**config.mk**
```make
export PLATFORM = sky130hd
export DESIGN_NAME = pc_unit
export DESIGN_NICKNAME = d
export VERILOG_FILES = /design/src/rtl/pc_pkg.sv /design/src/rtl/pc_next_sel.sv /design/src/rtl/pc_unit.sv
export SDC_FILE = /design/constraint.sdc
export NUM_CORES = 1
export LEC_CHECK = 0
export CORE_ASPECT_RATIO = 0.5
export CORE_MARGIN = 4
export CORE_UTILIZATION = 25
export CTS_CLUSTER_DIAMETER = 200
export CTS_CLUSTER_SIZE = 25
export DETAILED_ROUTE_END_ITERATION = 10
export SLEW_MARGIN = 5
export SYNTH_ARGS = -nofsm -noshare
export SYNTH_HDL_FRONTEND = slang
export SYNTH_SLANG_ARGS = --single-unit
export TNS_END_PERCENT = 50
```
**constraint.sdc**
```tcl
create_clock -name clk -period 4.2 [get_ports clk]
set_input_delay 0.63 -clock clk [delete_from_list [all_inputs] [get_ports clk]]
set_output_delay 0.63 -clock clk [all_outputs]
set_load 0.005 [all_outputs]
```
**src/rtl/pc_pkg.sv**
```systemverilog
// Shared types and default constants for the fetch-stage program-counter unit.
package pc_pkg;

  typedef enum logic [1:0] {
    BOOT,
    RUN,
    PEND
  } pc_state_e;

  typedef enum logic [2:0] {
    SEL_EXC,
    SEL_ERET,
    SEL_JMP,
    SEL_BR,
    SEL_SEQ
  } pc_sel_e;

  localparam logic [31:0] PC_DEFAULT_RESET_VECTOR = 32'h0000_0000;
  localparam logic [31:0] PC_DEFAULT_EXC_VECTOR   = 32'h8000_0180;
  localparam int unsigned PC_DEFAULT_STEP         = 4;

endpackage

```
**src/rtl/pc_next_sel.sv**
```systemverilog
// Prioritised next-PC selection with alignment masking of every redirect target.
module pc_next_sel
  import pc_pkg::*;
#(
  parameter int unsigned     WIDTH      = 32,
  parameter int unsigned     STEP       = PC_DEFAULT_STEP,
  parameter logic [WIDTH-1:0] EXC_VECTOR = WIDTH'(PC_DEFAULT_EXC_VECTOR)
) (
  input  logic [WIDTH-1:0] pc,
  input  logic [WIDTH-1:0] epc,
  input  logic             exc,
  input  logic             eret,
  input  logic             jmp,
  input  logic [WIDTH-1:0] jmp_target,
  input  logic             br_taken,
  input  logic [WIDTH-1:0] br_target,
  output pc_sel_e          sel,
  output logic             any_req,
  output logic [WIDTH-1:0] exc_target,
  output logic [WIDTH-1:0] next_pc
);

  // Clears the low log2(STEP) bits so redirects always land on a fetch boundary.
  localparam logic [WIDTH-1:0] ALIGN_MASK = ~(WIDTH'(STEP - 1));

  always_comb begin
    sel        = SEL_SEQ;
    any_req    = exc | eret | jmp | br_taken;
    exc_target = EXC_VECTOR & ALIGN_MASK;
    next_pc    = pc + WIDTH'(STEP);

    if (exc) begin
      sel = SEL_EXC;
    end else if (eret) begin
      sel = SEL_ERET;
    end else if (jmp) begin
      sel = SEL_JMP;
    end else if (br_taken) begin
      sel = SEL_BR;
    end

    unique case (sel)
      SEL_EXC:  next_pc = exc_target;
      SEL_ERET: next_pc = epc & ALIGN_MASK;
      SEL_JMP:  next_pc = jmp_target & ALIGN_MASK;
      SEL_BR:   next_pc = br_target & ALIGN_MASK;
      default:  next_pc = pc + WIDTH'(STEP);
    endcase
  end

endmodule

```
**src/rtl/pc_unit.sv**
```systemverilog
// Fetch-stage program counter: sequential advance, prioritised redirects, redirects
// buffered across stalls, and exception PC capture.
module pc_unit
  import pc_pkg::*;
#(
  parameter int unsigned      WIDTH        = 32,
  parameter logic [WIDTH-1:0] RESET_VECTOR = WIDTH'(PC_DEFAULT_RESET_VECTOR),
  parameter logic [WIDTH-1:0] EXC_VECTOR   = WIDTH'(PC_DEFAULT_EXC_VECTOR),
  parameter int unsigned      STEP         = PC_DEFAULT_STEP
) (
  input  logic             clk,
  input  logic             Reset,
  input  logic             stall,
  input  logic             br_taken,
  input  logic [WIDTH-1:0] br_target,
  input  logic             jmp,
  input  logic [WIDTH-1:0] jmp_target,
  input  logic             exc,
  input  logic             eret,
  output logic [WIDTH-1:0] pc,
  output logic             pc_valid,
  output logic [WIDTH-1:0] epc,
  output logic             redirect_pending
);

  pc_state_e        state_q, state_d;
  logic [WIDTH-1:0] pc_q, pc_d;
  logic [WIDTH-1:0] epc_q, epc_d;
  logic [WIDTH-1:0] pend_q, pend_d;
  logic             valid_q, pending_q;

  pc_sel_e          sel;
  logic             any_req;
  logic [WIDTH-1:0] exc_target;
  logic [WIDTH-1:0] next_pc;

  pc_next_sel #(
    .WIDTH      (WIDTH),
    .STEP       (STEP),
    .EXC_VECTOR (EXC_VECTOR)
  ) u_next_sel (
    .pc         (pc_q),
    .epc        (epc_q),
    .exc        (exc),
    .eret       (eret),
    .jmp        (jmp),
    .jmp_target (jmp_target),
    .br_taken   (br_taken),
    .br_target  (br_target),
    .sel        (sel),
    .any_req    (any_req),
    .exc_target (exc_target),
    .next_pc    (next_pc)
  );

  always_comb begin
    state_d = state_q;
    pc_d    = pc_q;
    epc_d   = epc_q;
    pend_d  = pend_q;

    unique case (state_q)
      BOOT: begin
        state_d = RUN;
      end
      RUN: begin
        if (exc) begin
          epc_d = pc_q;
        end
        if (!stall) begin
          pc_d = next_pc;
        end else if (any_req) begin
          pend_d  = next_pc;
          state_d = PEND;
        end
      end
      PEND: begin
        if (exc) begin
          epc_d = pc_q;
        end
        if (stall) begin
          // Only an exception may replace a buffered redirect.
          if (exc) begin
            pend_d = exc_target;
          end
        end else begin
          pc_d    = exc ? exc_target : pend_q;
          pend_d  = '0;
          state_d = RUN;
        end
      end
      default: begin
        state_d = BOOT;
      end
    endcase
  end

  always_ff @(posedge clk or posedge Reset) begin
    if (Reset) begin
      state_q   <= BOOT;
      pc_q      <= RESET_VECTOR;
      epc_q     <= '0;
      pend_q    <= '0;
      valid_q   <= 1'b0;
      pending_q <= 1'b0;
    end else begin
      state_q   <= state_d;
      pc_q      <= pc_d;
      epc_q     <= epc_d;
      pend_q    <= pend_d;
      valid_q   <= (state_d != BOOT);
      pending_q <= (state_d == PEND);
    end
  end

  assign pc               = pc_q;
  assign pc_valid         = valid_q;
  assign epc              = epc_q;
  assign redirect_pending = pending_q;

endmodule
```
# After elaboration in Yosys (flattened, before gate mapping)
# Cells that the tools add are included.
# W data, S select, Z words.
dict set report op_classes {
  n_addsub 1
  n_eq_ne 10
  mux 17
  bitwise_logic 3
  reduce_logical 8
}
# cell count
set op_table {}
lappend op_table {{$mux W32} 6}
lappend op_table {{$pmux W32 S2} 2}
lappend op_table {{$pmux W32 S4} 1}
lappend op_table {{$add A32 B3 Y32 const B} 1}
lappend op_table {{$mux W3} 4}
lappend op_table {{$ne A2 B2 Y1 const B} 4}
lappend op_table {{$eq A3 B2 Y1 const B} 2}
lappend op_table {{$mux W2} 3}
lappend op_table {{$pmux W2 S3} 1}
lappend op_table {{$reduce_and A3 Y1} 2}
lappend op_table {{$eq A2 B2 Y1 const B} 2}
lappend op_table {{$reduce_bool A2 Y1} 2}
lappend op_table {{$eq A3 B1 Y1 const B} 1}
lappend op_table {{$logic_not A3 Y1} 1}
lappend op_table {{$or A1 B1 Y1} 3}
lappend op_table {{$eq A2 B1 Y1 const B} 1}
lappend op_table {{$logic_not A2 Y1} 1}
lappend op_table {{$reduce_and A2 Y1} 1}
lappend op_table {{$reduce_or A2 Y1} 1}
dict set report totals {
  register_bits 100
  input_bits 71
  out_inout_bits 66
  word_cells 45
}

# Depth between registers and ports, before layout
# Gate-level depths: netlist of the first run.
dict set report depth {
  ltp_word 9
  depth_mapped 11
  ltp_nobuf 8
}

# Modules after synthesis
# From an unflattened synthesis of the first run, not the netlist that was laid out.
dict set report hier_totals {
  hier_cells 648
  hier_area_um2 6356.1
}
# module n_inst cells_each area_per_inst_um2 seq_area_each_um2
set modules_own_cells {}
lappend modules_own_cells {pc_unit 1 425 4823.4 2502.4}
lappend modules_own_cells {pc_next_sel 1 223 1532.7 0.0}

# Worst setup path after synthesis of the first run
# Ideal clock, no wire load.
dict set report synth_timing {
  path_type {input -> register}
  start {input eret}
  end {register pend_q[15]}
  setup_time_ns 0.095
  arrival_time_ns 2.316
  required_time_ns 4.105
  slack_ns 1.789
  stages 10
  n_path_buf 4
  cell_sequence {clkbuf_1 -> nor4_2 -> o21ai_0 -> and2_1 -> clkbuf_1 -> nand2_1 -> buf_2 -> buf_2 -> nand2_1 -> o31ai_1}
}
dict set report synth_via {
  elab_chain_cells 7
  elab_cells_between_ends 15
}
# element line_no
set synth_lines {}
lappend synth_lines {{start, declared} pc_unit.sv:19} ;# input logic eret,
lappend synth_lines {{$mux W3} pc_next_sel.sv:34} ;# end else if (eret) begin
lappend synth_lines {{$mux W3} pc_next_sel.sv:32} ;# if (exc) begin
lappend synth_lines {{$eq A3 B2 Y1, or another cell as far along} pc_next_sel.sv:42} ;# unique case (sel)
lappend synth_lines {{$pmux W32 S4} pc_next_sel.sv:42}
lappend synth_lines {{$mux W32} pc_unit.sv:72} ;# end else if (any_req) begin
lappend synth_lines {{$mux W32} pc_unit.sv:70} ;# if (!stall) begin
lappend synth_lines {{$pmux W32 S2} pc_unit.sv:62} ;# unique case (state_q)
lappend synth_lines {{end signal, assigned} pc_unit.sv:110} ;# pend_q <= pend_d;
lappend synth_lines {{end, declared} pc_unit.sv:29} ;# logic [WIDTH-1:0] pend_q, pend_d;
# Parallel ways exist; a longest one is shown, timed or not. The select of a mux whose other input is x is not followed.
# A chain may end at the register's enable or synchronous reset.

# Final worst setup path of the first run
dict set report layout_timing {
  start {input exc}
  end {register pc_q[8] (netlist: pc[8])}
}
dict set report layout_via {
  elab_chain_cells 5
  elab_cells_between_ends 10
}
# element line_no
set layout_lines {}
lappend layout_lines {{start, declared} pc_unit.sv:18} ;# input logic exc,
lappend layout_lines {{$mux W3} pc_next_sel.sv:32}
lappend layout_lines {{$eq A3 B2 Y1, or another cell as far along} pc_next_sel.sv:42}
lappend layout_lines {{$pmux W32 S4} pc_next_sel.sv:42}
lappend layout_lines {{$mux W32} pc_unit.sv:70}
lappend layout_lines {{$pmux W32 S2 (*)} pc_unit.sv:62}
lappend layout_lines {{end signal, assigned} pc_unit.sv:108} ;# pc_q <= pc_d;
lappend layout_lines {{end, declared} pc_unit.sv:27} ;# logic [WIDTH-1:0] pc_q, pc_d;
# Mark *: on every way between the ends. The rest lies on a longest branch, timed or not. The select of a mux whose other input is x is not followed.

==> flow_metrics.env, run 1 <==
export IMPL_core_area_sq_um=21800
export IMPL_rows=38
export IMPL_swShare_pct=39.3
export IMPL_routed_wl_microns=19500
export IMPL_cp_max_fo=17
export IMPL_clockPowerShare_pct=18.0
export IMPL_fin_hold_ws_ps=483
export IMPL_cp_common_cell="o21ai_0"
export IMPL_layout_drive_gt1_share_pct=11.5
export IMPL_yosys_top_cells_count="dfrtp_1, nand2_1, o21ai_0"
export IMPL_place_congestion=0.817
export IMPL_ctsResizeCount=0
export IMPL_arrival_ps=3020
export IMPL_power_frac_seq_pct=36.5
export IMPL_cts_inserted_buffers=9
export IMPL_hp_class="flop to flop"
export IMPL_clk_latency_ps=350
export IMPL_die_w_microns=219
export IMPL_grt_overflow=0
export IMPL_syn2layout_area_growth_pct=36.9
export IMPL_die_area_sq_um=24800
export IMPL_fin_nets=804
export IMPL_drc=0
export IMPL_synth_top_area_share_pct=45.0
export IMPL_internal_power_mw=3.07
export IMPL_synth_most_common_cell="dfrtp_1"
export IMPL_combPwrFrac_pct=45.4
export IMPL_ant_nets=0
export IMPL_finalCriticalPeriod_ps=2830
export IMPL_io_buffers=132
export IMPL_yosys_warnings=0
export IMPL_required_ps=4390
export IMPL_grt_pass1_wl_microns=30300
export IMPL_setup_viol=0
export IMPL_fmax_mhz=353
export IMPL_ys_ff_latch=100
export IMPL_fin_setup_tns_ps=0
export IMPL_final_util_pct=34.9
export IMPL_synth_cell_types=59
export IMPL_synth_area_leaders="dfrtp_1, mux2_2, o21ai_0, nand2_1, a21oi_1"
export IMPL_cts_root_buf="clkbuf_16"
export IMPL_dr_total_vias=5328
export IMPL_wl_per_cell_microns=18.9
export IMPL_cp_start_kind="primary input"
export IMPL_pin_count=137
export IMPL_post_place_ws_ps=1060
export IMPL_slowest_stage="or4_1"
export IMPL_synth_edf_count=0
export IMPL_vdd_drop_max_mv=0.362
export IMPL_synthCells=602
export IMPL_dp_cells=1017
export IMPL_synth_area_leader_cell="dfrtp_1"
export IMPL_cp_top_family="simple AND/OR/NAND/NOR gates"
export IMPL_drt_first_iter_violations=475
export IMPL_avgViaCountPerCell=5.16
export IMPL_die_h_microns=113
export IMPL_tightestPinTransition_ps=965
export IMPL_syn_avg_cell_area_sq_um=9.23
export IMPL_synth_main_ff_cell="dfrtp_1"
export IMPL_cts_tree="done"
export IMPL_seq_area_frac_synth_pct=45.0
export IMPL_ys_async_sr_fraction_pct=100
export IMPL_globalRouteTotalUtil_pct=15.5
export IMPL_path_class="primary input to flop"
export IMPL_grt_pass1_vias=5265
export IMPL_grt_start_max_net_pins=78
export IMPL_rsz0062_at_grt="false"
export IMPL_hold_buffers=0
export IMPL_fillers=2249
export IMPL_fin_crit_sh_pct=67.4
export IMPL_max_slew_margin_rel_pct=35.7
export IMPL_p_per_area_nw_per_um2=665
export IMPL_slew_viol_final=0
export IMPL_crit_buf_inv=2
export IMPL_syn_area_sq_um=5560
export IMPL_clk_pin_slew_ps=70
export IMPL_mappedNetlistNets=678
export IMPL_hpwl_microns=14600
export IMPL_hold_viol=0
export IMPL_p_sw_mw=1.99
export IMPL_path_cells="clkdlybuf4s50_1 -> buf_4 -> or4_1 -> nor2_1 -> o21ai_0 -> o21ai_0 -> o21ai_0"
export IMPL_cp_end_kind="flop"
export IMPL_fin_cells=1033
export IMPL_antenna_found_initial=0
export IMPL_post_cts_buffers=0
export IMPL_first_pass_iters=5
export IMPL_drv_cap=0
export IMPL_diodes=0
export IMPL_fin_ws_ps=1370
export IMPL_htree_num_levels=3
export IMPL_initial_utilization_pct=25.5
export IMPL_fin_skew_ps=7.73
export IMPL_status="complete, no violations"
export IMPL_max_stage_delay_ps=890
export IMPL_cts_buffer_depth=2
export IMPL_leakagePower_nw=3.07
export IMPL_clock_sinks=100
==> logic make-up after synthesis <==
group / count (synthesis) / synth area share [%]
AOI/OAI and AO/OA: 199 / 23.3
and+or+nand+nor: 193 / 17.3
DFF: 100 / 45.0
buffers and inverters: 54 / 3.80
muxes: 34 / 6.75
xor gates and xnor gates: 17 / 2.68
adders and majority gates: 5 / 1.13
==> registers in the layout, indices dropped and copies added, names as in the netlist <==
signal	cells
epc	32
pc	32
pc_valid	1
pend_q	32
redirect_pending	1
state_q	2
==> path summary, 6_finish.rpt <==
check / to / depth (start not counted) / slack [ps] / start
setup / recovery: pc[8]$_DFFE_PP0P_ / 7 / 1370 / exc
hold / removal: pend_q[15]$_DFFE_PP0P_ / 2 / 480 / pend_q[15]$_DFFE_PP0P_
setup reg to reg: pc[14]$_DFFE_PP0P_ / 7 / 1610 / pc[2]$_DFFE_PP0P_
hold reg to reg: pend_q[15]$_DFFE_PP0P_ / 2 / 480 / pend_q[15]$_DFFE_PP0P_
max in group asynchronous: pend_q[11]$_DFFE_PP0P_ / 3 / 2570 / Reset
min in group asynchronous: epc[2]$_DFFE_PP0P_ / 2 / 860 / Reset
==> cells in the final DEF (no fill, tap or decap), types with 8 or more instances in the layout <==
| master | n |
|---|---|
| xnor2_1 | 10 |
| o22ai_1 | 17 |
| a21oi_1 | 44 |
| nand2_1 | 66 |
| a32o_1 | 9 |
| nor3_1 | 14 |
| nand4_1 | 10 |
| dfrtp_1 | 100 |
| clkdlybuf4s50_1 | 132 |
| nand3_1 | 18 |
| nor2_1 | 49 |
| a31oi_1 | 8 |
| o21ai_0 | 54 |
| buf_4 | 24 |
| mux2_2 | 28 |
| a22o_1 | 12 |
| inv_1 | 10 |
| clkbuf_16 | 9 |
==> worst reg2reg max path: stages, from the launching register on <==
cell       delay [ps]
dfrtp_1           510
ha_1              270
nand3_1           220
nor4_4            510
xnor2_1           110
a2111oi_0         580
a221oi_1          150
a21oi_1           170
==> metrics by stage <==
step	total power [mW]	area [sq um]
6_report	5.06	7610
5_1_grt	5.41	7610
4_1_cts	5.10	7610
3_5_place_dp	4.18	7290
3_3_place_gp	4.12	7290
2_1_floorplan	2.95	5560
==> power groups by stage <==
stage          Combinational (mW)  Clock (mW)  Sequential (mW)
3_5_place_dp                 2.31           0             1.86
6_report                     2.30       0.914             1.85
3_3_place_gp                 2.28           0             1.84
4_1_cts                      2.32       0.928             1.85
2_1_floorplan                1.23           0             1.72
5_1_grt                      2.52       0.971             1.91
==> final cells by class <==
cell class,count,area (sq um),share of cell area (%)
multi-input combinational,448,2860,37.5
sequential,100,2500,32.9
timing repair buffer,156,1500,19.7
tap,300,375,4.93
clock buffer,9,225,2.96
clock inverter,7,96.3,1.27
inverter,13,51.3,0.674
==> routing by layer <==
| layer | wire length (microns) | vias to the layer above | GRT usage, % |
|---|---|---|---|
| met5 | 0 | - | 0 |
| met4 | 360 | 0 | 4.12 |
| met3 | 1080 | 26 | 2.87 |
| met2 | 9430 | 173 | 25.8 |
| met1 | 8640 | 2646 | 21.0 |
| li1 | - | 2483 | - |
(Power assumes the default switching activity.)
==> run 2: changes to the inputs <==
Clock period 4.2 ns to 2.3 ns, I/O delays scaled along.
==> flow_metrics.env, run 2 (synthesis gave the netlist of run 1 again) <==
export IMPL_status="complete, no violations"
export IMPL_drt_first_iter_violations=483
export IMPL_globalRouteTotalUtil_pct=16.2
export IMPL_final_cell_mix="clkdlybuf4s50_1, dfrtp_1, buf_4"
export IMPL_fin_nets=867
export IMPL_max_stage_delay_ps=590
export IMPL_avgViaCountPerCell=5.10
export IMPL_ant_nets=0
export IMPL_place_congestion=0.859
export IMPL_final_common_cell="clkdlybuf4s50_1"
export IMPL_cp_max_fo=5
export IMPL_core_area_sq_um=21800
export IMPL_syn2layout_area_growth_pct=45.7
export IMPL_setup_viol=0
export IMPL_p_per_area_nw_per_um2=1180
export IMPL_die_area_sq_um=24800
export IMPL_required_ps=2520
export IMPL_fin_crit_sh_pct=97.1
export IMPL_cp_end_kind="flop"
export IMPL_clk_pin_slew_ps=70
export IMPL_grt_start_max_net_pins=29
export IMPL_post_cts_buffers=0
export IMPL_rows=38
export IMPL_clk_latency_ps=340
export IMPL_htree_num_levels=3
export IMPL_hold_viol=0
export IMPL_cts_inserted_buffers=9
export IMPL_cts_tree="done"
export IMPL_diodes=0
export IMPL_hpwl_microns=15800
export IMPL_clock_sinks=100
export IMPL_first_pass_iters=5
export IMPL_tightestPinTransition_ps=463
export IMPL_io_buffers=132
export IMPL_grt_pass1_wl_microns=31600
export IMPL_cts_root_buf="clkbuf_16"
export IMPL_initial_utilization_pct=25.5
export IMPL_antenna_found_initial=0
export IMPL_grt_overflow=0
export IMPL_leakagePower_nw=3.36
export IMPL_max_slew_margin_rel_pct=69.0
export IMPL_dr_total_vias=5587
export IMPL_arrival_ps=2450
export IMPL_power_total_mw=9.59
export IMPL_die_h_microns=113
export IMPL_hp_class="primary input to asynchronous set/reset pin"
export IMPL_reg2reg_from="pc[17]$_DFFE_PP0P_"
export IMPL_rsz0062_at_grt="true"
export IMPL_slew_viol_final=0
export IMPL_crit_buf_inv=1
export IMPL_cts_buffer_depth=2
export IMPL_cp_top_family="simple AND/OR/NAND/NOR gates"
export IMPL_startpoint="pc[17]$_DFFE_PP0P_"
export IMPL_pin_count=137
export IMPL_wl_per_cell_microns=18.4
export IMPL_fin_setup_tns_ps=0
export IMPL_vdd_drop_max_mv=0.436
export IMPL_fmax_mhz=448
export IMPL_path_cells="nand4_1 -> or4_4 -> nor4_4 -> buf_4 -> nand3_1 -> xor2_1 -> a31oi_1"
export IMPL_slowest_stage="or4_4"
export IMPL_drc=0
export IMPL_grt_pass1_vias=5571
export IMPL_drv_cap=0
export IMPL_fin_skew_ps=8.46
export IMPL_die_w_microns=219
export IMPL_layout_drive_gt1_share_pct=18.2
export IMPL_finalCriticalPeriod_ps=2230
export IMPL_routed_wl_microns=20200
export IMPL_cp_start_kind="flop"
export IMPL_path_class="flop to flop"
==> run 2: worst paths after layout <==
check	depth (start not counted)	slack [ps]	end
min	2	340	pend_q[17]$_DFFE_PP0P_
max reg2reg	7	70	pend_q[31]$_DFFE_PP0P_
min reg2reg	2	480	pend_q[8]$_DFFE_PP0P_
min in group clk	2	480	pend_q[8]$_DFFE_PP0P_
max in group asynchronous	3	1290	epc[13]$_DFFE_PP0P_
max	7	70	pend_q[31]$_DFFE_PP0P_
==> run 2: routing by layer <==
layer / track usage, % / wire, microns / vias up
li1: - / - / 2603
met1: 22.2 / 9030 / 2773
met2: 26.5 / 9500 / 185
met3: 2.69 / 1220 / 26
met4: 4.84 / 414 / 0
met5: 0 / 0 / -
==> run 2: power by group <==
group | internal, mW | leakage, nW | switching (mW)
registers | 2.50 | 1.25 | 0.651
clock network | 0.739 | 0.120 | 0.660
logic | 2.64 | 1.99 | 2.40
total | 5.88 | 3.36 | 3.71
==> run 2: cell type report <==
| type | count | area (sq um) |
|---|---|---|
| clock buffers | 13 | 240 |
| clock inverters | 3 | 23.8 |
| fillers | 2223 | 13700 |
| inverters | 13 | 52.6 |
| multi-input cells | 448 | 2860 |
| flip-flops and latches | 100 | 2500 |
| well taps | 300 | 375 |
| repair buffers | 219 | 2040 |
==> run 2: what timing repair did <==
action | in CTS | in global routing
endpoints found under the setup margin | 1 | 6
cloned | 0 | 0
pin swaps | 1 | 0
hold buffers | 0 | 0
gates resized for setup | 0 | 3
==> run 2: through the flow <==
| stage | setup slack, ps | area (sq um) | util (%) | instances | hold WS (ps) |
|---|---|---|---|---|---|
| 2_1_floorplan | 121 | 5560 | - | 602 | 449 |
| 3_3_place_gp | -289 | 7820 | 35.9 | 1080 | 457 |
| 3_5_place_dp | -301 | 7820 | 35.9 | 1080 | 466 |
| 4_1_cts | 36.3 | 8090 | 37.1 | 1096 | 346 |
| 5_1_grt | -46.2 | 8100 | 37.2 | 1096 | 378 |
| 6_report | 67.6 | 8100 | 37.2 | 1096 | 344 |
